File: config.mk
export PLATFORM = sky130hd
export DESIGN_NAME = mem_ctrl
export DESIGN_NICKNAME = d
export VERILOG_FILES = /design/src/rtl/mem_ctrl_pkg.sv /design/src/rtl/mem_ctrl.sv
export SDC_FILE = /design/constraint.sdc
export NUM_CORES = 1
export LEC_CHECK = 0
export CAP_MARGIN = 20
export CORE_ASPECT_RATIO = 1.1
export CORE_MARGIN = 5
export CORE_UTILIZATION = 40
export DETAILED_ROUTE_END_ITERATION = 7
export PLACE_DENSITY = 0.67
export REMOVE_ABC_BUFFERS = 1
export SYNTH_ARGS = -nofsm -noshare
export SYNTH_HDL_FRONTEND = slang
export SYNTH_SLANG_ARGS = --single-unit
File: constraint.sdc
create_clock -name clk -period 3 [get_ports clk]
set_input_delay 0.6 -clock clk [delete_from_list [all_inputs] [get_ports clk]]
set_output_delay 0.6 -clock clk [all_outputs]
set_load 0.005 [all_outputs]
File: src/rtl/mem_ctrl_pkg.sv
// Shared types for the byte-serial memory controller.
// Access sizes, controller states and the load extension helper.
package mem_ctrl_pkg;

    typedef logic [1:0] MemSelBus;

    localparam MemSelBus MEM_NOP  = 2'd0;
    localparam MemSelBus MEM_BYTE = 2'd1;
    localparam MemSelBus MEM_HALF = 2'd2;
    localparam MemSelBus MEM_WORD = 2'd3;

    localparam logic [31:0] ZeroWord = 32'h0000_0000;
    localparam logic [7:0]  ZeroByte = 8'h00;

    typedef enum logic [2:0] {
        ST_IDLE,
        ST_DRD,
        ST_DWR,
        ST_IRD,
        ST_DONE
    } mem_state_e;

    // Index of the final byte of an access of the given size.
    function automatic logic [1:0] last_idx(input MemSelBus sel);
        logic [1:0] r;
        r = 2'd0;
        case (sel)
            MEM_HALF: r = 2'd1;
            MEM_WORD: r = 2'd3;
            default:  r = 2'd0;
        endcase
        return r;
    endfunction

    function automatic logic [31:0] load_ext(
        input MemSelBus    sel,
        input logic        sign,
        input logic [31:0] w
    );
        logic [31:0] r;
        r = w;
        case (sel)
            MEM_BYTE: r = {{24{sign & w[7]}}, w[7:0]};
            MEM_HALF: r = {{16{sign & w[15]}}, w[15:0]};
            default:  r = w;
        endcase
        return r;
    endfunction

endpackage

File: src/rtl/mem_ctrl.sv
// Byte-serial memory controller arbitrating fetch and data ports
// onto a single 8-bit RAM with one-cycle read latency.
module mem_ctrl
    import mem_ctrl_pkg::*;
#(
    parameter int ADDR_WIDTH = 32
) (
    input  logic                  clk,
    input  logic                  rst,
    input  logic                  if_req,
    input  logic [ADDR_WIDTH-1:0] if_addr,
    input  logic                  if_cancel,
    output logic                  if_done,
    output logic [31:0]           if_inst,
    input  logic                  mem_req,
    input  logic                  mem_we,
    input  MemSelBus              mem_sel,
    input  logic                  mem_sign,
    input  logic [ADDR_WIDTH-1:0] mem_addr,
    input  logic [31:0]           mem_wdata,
    output logic                  mem_done,
    output logic [31:0]           mem_rdata,
    output logic [ADDR_WIDTH-1:0] ram_addr,
    output logic [7:0]            ram_dout,
    input  logic [7:0]            ram_din,
    output logic                  ram_wr,
    output logic                  busy
);

    mem_state_e  state;
    logic [1:0]  cnt;
    logic [1:0]  last;
    logic [31:0] asm_q;
    logic [31:0] asm_next;
    logic [1:0]  wr_idx;
    logic        fill;
    logic        armed;
    logic        is_fetch;
    MemSelBus    sel_q;
    logic        sign_q;
    logic        if_done_q;

    always_comb begin
        asm_next = asm_q;
        asm_next[{cnt, 3'b000} +: 8] = ram_din;
        wr_idx = cnt + 2'd1;
    end

    // A cancel arriving while the fetch result is on display hides it.
    assign if_done = if_done_q & ~if_cancel;

    always_ff @(posedge clk or negedge rst) begin
        if (!rst) begin
            state     <= ST_IDLE;
            cnt       <= 2'd0;
            last      <= 2'd0;
            asm_q     <= ZeroWord;
            fill      <= 1'b0;
            armed     <= 1'b0;
            is_fetch  <= 1'b0;
            sel_q     <= MEM_NOP;
            sign_q    <= 1'b0;
            if_done_q <= 1'b0;
            if_inst   <= ZeroWord;
            mem_done  <= 1'b0;
            mem_rdata <= ZeroWord;
            ram_addr  <= '0;
            ram_dout  <= ZeroByte;
            ram_wr    <= 1'b0;
            busy      <= 1'b0;
        end else begin
            armed     <= 1'b1;
            if_done_q <= 1'b0;
            mem_done  <= 1'b0;
            unique case (state)
                ST_IDLE: begin
                    if (armed && mem_req) begin
                        is_fetch <= 1'b0;
                        sel_q    <= mem_sel;
                        sign_q   <= mem_sign;
                        last     <= last_idx(mem_sel);
                        cnt      <= 2'd0;
                        fill     <= 1'b0;
                        ram_addr <= mem_addr;
                        busy     <= 1'b1;
                        if (mem_sel == MEM_NOP) begin
                            state     <= ST_DONE;
                            mem_done  <= 1'b1;
                            mem_rdata <= ZeroWord;
                        end else if (mem_we) begin
                            state    <= ST_DWR;
                            asm_q    <= mem_wdata;
                            ram_wr   <= 1'b1;
                            ram_dout <= mem_wdata[7:0];
                        end else begin
                            state <= ST_DRD;
                            asm_q <= ZeroWord;
                        end
                    end else if (armed && if_req) begin
                        state    <= ST_IRD;
                        is_fetch <= 1'b1;
                        last     <= 2'd3;
                        cnt      <= 2'd0;
                        fill     <= 1'b0;
                        asm_q    <= ZeroWord;
                        ram_addr <= if_addr;
                        busy     <= 1'b1;
                    end
                end
                ST_DRD, ST_IRD: begin
                    if (state == ST_IRD && if_cancel) begin
                        state <= ST_IDLE;
                        busy  <= 1'b0;
                    end else begin
                        // Address runs one byte ahead of the capture.
                        ram_addr <= ram_addr + ADDR_WIDTH'(1);
                        fill     <= 1'b1;
                        if (fill) begin
                            asm_q <= asm_next;
                            if (cnt == last) begin
                                state <= ST_DONE;
                                if (is_fetch) begin
                                    if_inst   <= asm_next;
                                    if_done_q <= 1'b1;
                                end else begin
                                    mem_rdata <= load_ext(sel_q, sign_q, asm_next);
                                    mem_done  <= 1'b1;
                                end
                            end else begin
                                cnt <= cnt + 2'd1;
                            end
                        end
                    end
                end
                ST_DWR: begin
                    if (cnt == last) begin
                        state    <= ST_DONE;
                        ram_wr   <= 1'b0;
                        mem_done <= 1'b1;
                    end else begin
                        cnt      <= wr_idx;
                        ram_addr <= ram_addr + ADDR_WIDTH'(1);
                        ram_dout <= asm_q[{wr_idx, 3'b000} +: 8];
                    end
                end
                ST_DONE: begin
                    state <= ST_IDLE;
                    busy  <= 1'b0;
                end
                default: begin
                    state  <= ST_IDLE;
                    ram_wr <= 1'b0;
                    busy   <= 1'b0;
                end
            endcase
        end
    end

endmodule

Word-level counts from Yosys, hierarchy flattened --
Cells that the tools add are included.
Storage, ports and cells: word-level logic and storage cells 146, input bits 113, register bits 153, output and inout bits 108
Cells by class: reductions and logical operators 23, shifts and indexed selects 3, equality and inequality tests 23, multiplexer cells 70, bitwise gates (word level) 7, $add $sub $neg 3
Operator list (number):
- 2-to-1 mux 32 bit | 16
- one-hot mux 32 bit (2 select lines) | 3
- one-hot mux 32 bit (3 select lines) | 1
- adder 32 x 1 -> 32 bit, second input constant | 1
- bitwise mux 32 bit | 1
- 2-to-1 mux 8 bit | 4
- variable shift 8 x 7 -> 32 bit, first input constant | 1
- variable part select 32 x 6 -> 8 bit | 1
- variable part select 8 x 7 -> 32 bit | 1
- 2-to-1 mux 1 bit | 23
- inequality test 2 bit, second input constant | 11
- AND reduction 5 bit | 4
- 2-to-1 mux 3 bit | 6
- 2-to-1 mux 2 bit | 8
- one-hot mux 8 bit (2 select lines) | 1
- inequality test 3 bit, second input constant | 3
- one-hot mux 1 bit (3 select lines) | 3
- one-hot mux 3 bit (3 select lines) | 1
- AND reduction 4 bit | 2
- negator 5 -> 7 bit | 1
- AND reduction 7 bit | 1
- equality test 2 bit, second input constant | 3
- equality test 3 x 2 -> 1 bit, second input constant | 2
- one-hot mux 2 bit (3 select lines) | 1
- 18 further kinds | 30

Longest topological paths before layout --
depth after elaboration 10, mapped depth 11, gate-level depth less buffers 7

Worst setup path before layout --
Ideal clock, no wire load.
path type reg2reg, from register cnt[0], to register mem_rdata[22], library setup time 0.066 ns, arrival 2.779 ns, required time 2.934 ns, slack 0.155 ns, stages on the path, launching flop included 11, path through dfrtp_1 -> buf_6 -> clkbuf_1 -> inv_1 -> ha_1 -> nor3b_2 -> a22oi_1 -> nand2b_4 -> a2111oi_4 -> buf_4 -> a221o_1
Between the ends: word-level cells in the longest chain between the ends 10, elaborated cells between the ends (all ways) 15, those cells by class add/sub (1); eq/ne (2); shift (2); mux (7); bitwise (2); reduce/logical (1)
Ends and longest elaborated chain:
- from (decl) | line mem_ctrl.sv:31 | logic [1:0] cnt;
- from (signal assigned) | line mem_ctrl.sv:130 | cnt <= cnt + 2'd1;
- from (signal assigned) | line mem_ctrl.sv:141 | cnt <= wr_idx;
- negator 5 -> 7 bit | line mem_ctrl.sv:45 | asm_next[{cnt, 3'b000} +: 8] = ram_din;
- variable part select 8 x 7 -> 32 bit / variable shift 8 x 7 -> 32 bit (equally long branches) | line mem_ctrl.sv:45
- bitwise mux 32 bit | line mem_ctrl.sv:45
- AND 1 bit (on tied branches) | line mem_ctrl_pkg.sv:44, mem_ctrl_pkg.sv:43
- one-hot mux 32 bit (2 select lines) | line mem_ctrl_pkg.sv:42 | case (sel)
- 2-to-1 mux 32 bit | line mem_ctrl.sv:122 | if (is_fetch) begin
- 2-to-1 mux 32 bit | line mem_ctrl.sv:120 | if (cnt == last) begin
- 2-to-1 mux 32 bit | line mem_ctrl.sv:118 | if (fill) begin
- 2-to-1 mux 32 bit | line mem_ctrl.sv:111 | if (state == ST_IRD && if_cancel) begin
- one-hot mux 32 bit (2 select lines) | line mem_ctrl.sv:75 | unique case (state)
- to (signal assigned) | line mem_ctrl.sv:66 | mem_rdata <= ZeroWord;
- to (signal assigned) | line mem_ctrl.sv:89 | mem_rdata <= ZeroWord;
- to (signal assigned) | line mem_ctrl.sv:126 | mem_rdata <= load_ext(sel_q, sign_q, asm_next);
- to (decl) | line mem_ctrl.sv:22 | output logic [31:0] mem_rdata,
Several ways; a longest one is shown, not always the timed one. The select of a mux whose other input is x is not followed. A chain may end at the register's enable or synchronous reset.

Worst setup path after layout --
from register cnt[0], to register asm_q[23]
Between the ends: word-level cells in the longest chain between the ends 6, elaborated cells between the ends (all ways) 7, those cells by class add/sub (1); shift (2); mux (4)
Ends and longest elaborated chain:
- negator 5 -> 7 bit * | line mem_ctrl.sv:45
- variable part select 8 x 7 -> 32 bit / variable shift 8 x 7 -> 32 bit (equally long branches) | line mem_ctrl.sv:45
- bitwise mux 32 bit * | line mem_ctrl.sv:45
- 2-to-1 mux 32 bit * | line mem_ctrl.sv:118
- 2-to-1 mux 32 bit * | line mem_ctrl.sv:111
- one-hot mux 32 bit (2 select lines) * | line mem_ctrl.sv:75
- to (signal assigned) | line mem_ctrl.sv:57 | asm_q <= ZeroWord;
- to (signal assigned) | line mem_ctrl.sv:92 | asm_q <= mem_wdata;
- to (signal assigned) | line mem_ctrl.sv:119 | asm_q <= asm_next;
- to (decl) | line mem_ctrl.sv:33 | logic [31:0] asm_q;
Every way passes the cells marked *; elsewhere a longest branch is shown, timed or not. The select of a mux whose other input is x is not followed.

==> results.sh <==
export IMPL_final_setup_worst_slack_ps=509
export IMPL_drc=0
export IMPL_synth_edf_count=0
export IMPL_hp_class="in -> async"
export IMPL_synth_area_mux_share=0.128
export IMPL_dr_first_iter_drc_count=450
export IMPL_wirelength_mm=26.6
export IMPL_async_flop_share=1.00
export IMPL_cts_reportedPaths_clkPinSlew_ps=70
export IMPL_final_cell_mix="219 x clkdlybuf4s50_1, 153 x dfrtp_1, 105 x nand2_1, 57 x a21oi_1, 52 x o21ai_0"
export IMPL_mostFrequentLayoutCell="clkdlybuf4s50_1"
export IMPL_fmax_mhz=401
export IMPL_die_w_um=147
export IMPL_seq_area_sq_um=3830
export IMPL_synthesis_area_sq_um=8260
export IMPL_cts_hold_buf=0
export IMPL_yosysWarnings=0
export IMPL_arrival_ps=2840
export IMPL_nNetsFinal=1172
export IMPL_status="complete, no violations"
export IMPL_relSlewSlack=0.503
export IMPL_synth_area_per_cell_sq_um=10.0
export IMPL_cts_made_buffers=17
export IMPL_period_minus_slack_ps=2490
export IMPL_fillCellCount=1791
export IMPL_crit_type="reg -> reg"
export IMPL_clkLatencyLatePin_ps=430
export IMPL_preCtsSetupSlack_ps=215
export IMPL_gr_usage_all_layers=0.227
export IMPL_wire_per_inst_um=20.2
export IMPL_synth_seq_area_share=0.464
export IMPL_irDropWorstVdd_mv=0.545
export IMPL_n_antenna_cell=0
export IMPL_clock_root_buffer="clkbuf_16"
export IMPL_multiInputGateArea_sq_um=4030
export IMPL_synthAdderAreaFrac=0.0106
export IMPL_yosys_area_share_simple=0.143
export IMPL_initial_utilization=0.404
export IMPL_drt_pass1_iterations=5
export IMPL_synth_compound_area_frac=0.198
export IMPL_grt_max_degree=65
export IMPL_grt_pass1_vias=7786
export IMPL_gr_total_overflow=0
export IMPL_h_tree_depth=4
export IMPL_yosysTopAreaCell="dfrtp_1"
export IMPL_num_rows=55
export IMPL_yosysUniqueCellTypes=66
export IMPL_rsz0062_at_grt="no"
export IMPL_critPathMaxFanout=9
export IMPL_num_io_pins=221
export IMPL_yosys_top_cells_area="dfrtp_1 46%, mux2_2 5.9%, nand2_1 4.8%, mux2i_1 4.5%, a21oi_1 3.5%"
export IMPL_synth_seq_cells=153
export IMPL_synth_xor_xnor_area_share=0.00303
export IMPL_cts_buffer_depth=2
export IMPL_hold_violations=0
export IMPL_gp_congestion=0.878
export IMPL_synthCells=825
export IMPL_syn_to_final_growth_pct=39.2
export IMPL_total_power_mw=11.9
export IMPL_post_cts_buffers=0
export IMPL_cp_end_kind="register"
export IMPL_port_buffers=220
export IMPL_synth_top_family_by_area="compound AO/OA/AOI/OAI gates"
export IMPL_core_area_sq_um=20400
export IMPL_cp_required_ps=3350
export IMPL_reg2reg_slack_ps=510
export IMPL_drive_gt1_frac=0.140
export IMPL_die_area_sq_um=23600
export IMPL_critPathLaunchType="register"
export IMPL_worst_slew_pin_slew_ps=743
export IMPL_ant_nets=0
export IMPL_routed_via_count=7406
export IMPL_setup_viol=0
export IMPL_hpwlAfterDp_mm=19.4
export IMPL_power_leakage_nw=4.99
export IMPL_cts_resized=0
export IMPL_netlist_area_leader_share=0.464
export IMPL_grt_antenna_before_repair=1
export IMPL_post_route_period_util=0.830
export IMPL_cts_sinks=153
export IMPL_fin_skew_ps=10.4
export IMPL_cts_tree="yes"
export IMPL_drv_slew=0
export IMPL_grt_pass1_wl_mm=43.0
export IMPL_power_per_cell_area_nw_per_um2=1040
export IMPL_viasPerCell=5.61
export IMPL_drv_cap=0
export IMPL_die_h_um=161
export IMPL_synthFlopType="dfrtp_1"
[path summary, 6_finish.rpt]
kind	end	start	depth (start not counted)
max	asm_q[23]$_DFFE_PN0P_	cnt[0]$_DFFE_PN0P_	9
min reg2reg	ram_dout[2]$_DFFE_PN0P_	ram_dout[2]$_DFFE_PN0P_	2
max in group asynchronous	ram_addr[1]$_DFFE_PN0P_	rst	2
min in group clk	ram_dout[2]$_DFFE_PN0P_	ram_dout[2]$_DFFE_PN0P_	2
min	ram_addr[0]$_DFFE_PN0P_	rst	1
max reg2reg	asm_q[23]$_DFFE_PN0P_	cnt[0]$_DFFE_PN0P_	9
[where the power goes]
part | internal (mW) | total (mW) | switching [mW] | leakage, nW
Sequential | 2.89 | 3.63 | 0.734 | 1.99
Combinational | 3.07 | 6.14 | 3.07 | 2.71
Clock | 1.21 | 2.16 | 0.943 | 0.289
Total | 7.18 | 11.9 | 4.75 | 4.99
[logic make-up (layout without fill, tap and decap cells)]
group | after synthesis | after routing
AND/OR/NAND/NOR | 242 | 242
AO/OA/AOI/OAI | 234 | 234
flip-flops | 153 | 153
buffers and inverters | 96 | 336
multiplexers | 90 | 90
adder cells (fa/ha/maj) | 7 | 7
XOR/XNOR | 2 | 2
other | 1 | 1
[final cells by class]
| type | instances | area share |
|---|---|---|
| multi-input combinational | 576 | 0.351 |
| sequential | 153 | 0.333 |
| timing repair buffer | 264 | 0.224 |
| clock buffer | 19 | 0.0394 |
| tap | 256 | 0.0279 |
| inverter | 40 | 0.0131 |
| clock inverter | 13 | 0.0118 |
[Yosys cell counts, types with 3 or more instances]
cell type / instances
a2111oi_0: 3
a21oi_1: 57
a221o_1: 24
a22o_1: 20
a22oi_1: 24
a2bb2oi_1: 3
a31oi_1: 8
a32o_1: 3
a32oi_1: 3
and2_1: 4
and3_1: 12
buf_1: 7
buf_2: 13
buf_4: 5
buf_6: 5
clkbuf_1: 26
dfrtp_1: 153
ha_1: 7
inv_1: 40
mux2_2: 43
mux2i_1: 37
mux4_2: 8
nand2_1: 105
nand3_1: 28
nand4_1: 10
nor2_1: 44
nor2b_1: 3
nor3_1: 10
nor4_1: 8
o21ai_0: 52
o22a_1: 10
o31ai_1: 6
o41ai_1: 3
[flip-flops by register name, summed over array words and instances (netlist names), 2 cells and up]
| signal | count |
|---|---|
| asm_q | 32 |
| cnt | 2 |
| if_inst | 32 |
| last | 2 |
| mem_rdata | 32 |
| ram_addr | 32 |
| ram_dout | 8 |
| sel_q | 2 |
| state | 3 |
[worst max-delay path, cell delays in order (launching register included)]
cell,delay [ps]
dfrtp_1,460
inv_1,100
ha_1,410
buf_4,250
nor4bb_1,420
buf_4,240
nand2_1,60
o21ai_0,170
a22oi_1,160
mux2i_1,150
[through the flow]
step | instances | hold WS, ps | util | TNS [ps] | area (sq um)
final | 1321 | 113 | 0.562 | 0 | 11500
after global routing | 1321 | 140 | 0.562 | 0 | 11500
after CTS | 1321 | 119 | 0.562 | 0 | 11500
after detailed placement | 1289 | 473 | 0.533 | 0 | 10900
after global placement | 1289 | 460 | 0.533 | 0 | 10900
after floorplan | 769 | 304 | - | -22150 | 7970
[layer usage]
metal / vias to the layer above / routed length, um / track usage / share of wire
li1: 3492 / - / - / -
met4: 2 / 343 / 0.0496 / 0.013
met1: 3601 / 11000 / 0.287 / 0.41
met2: 281 / 12800 / 0.377 / 0.48
met5: - / 13 / 0 / 0.00049
met3: 30 / 2480 / 0.0773 / 0.093
(Power assumes the default switching activity.)
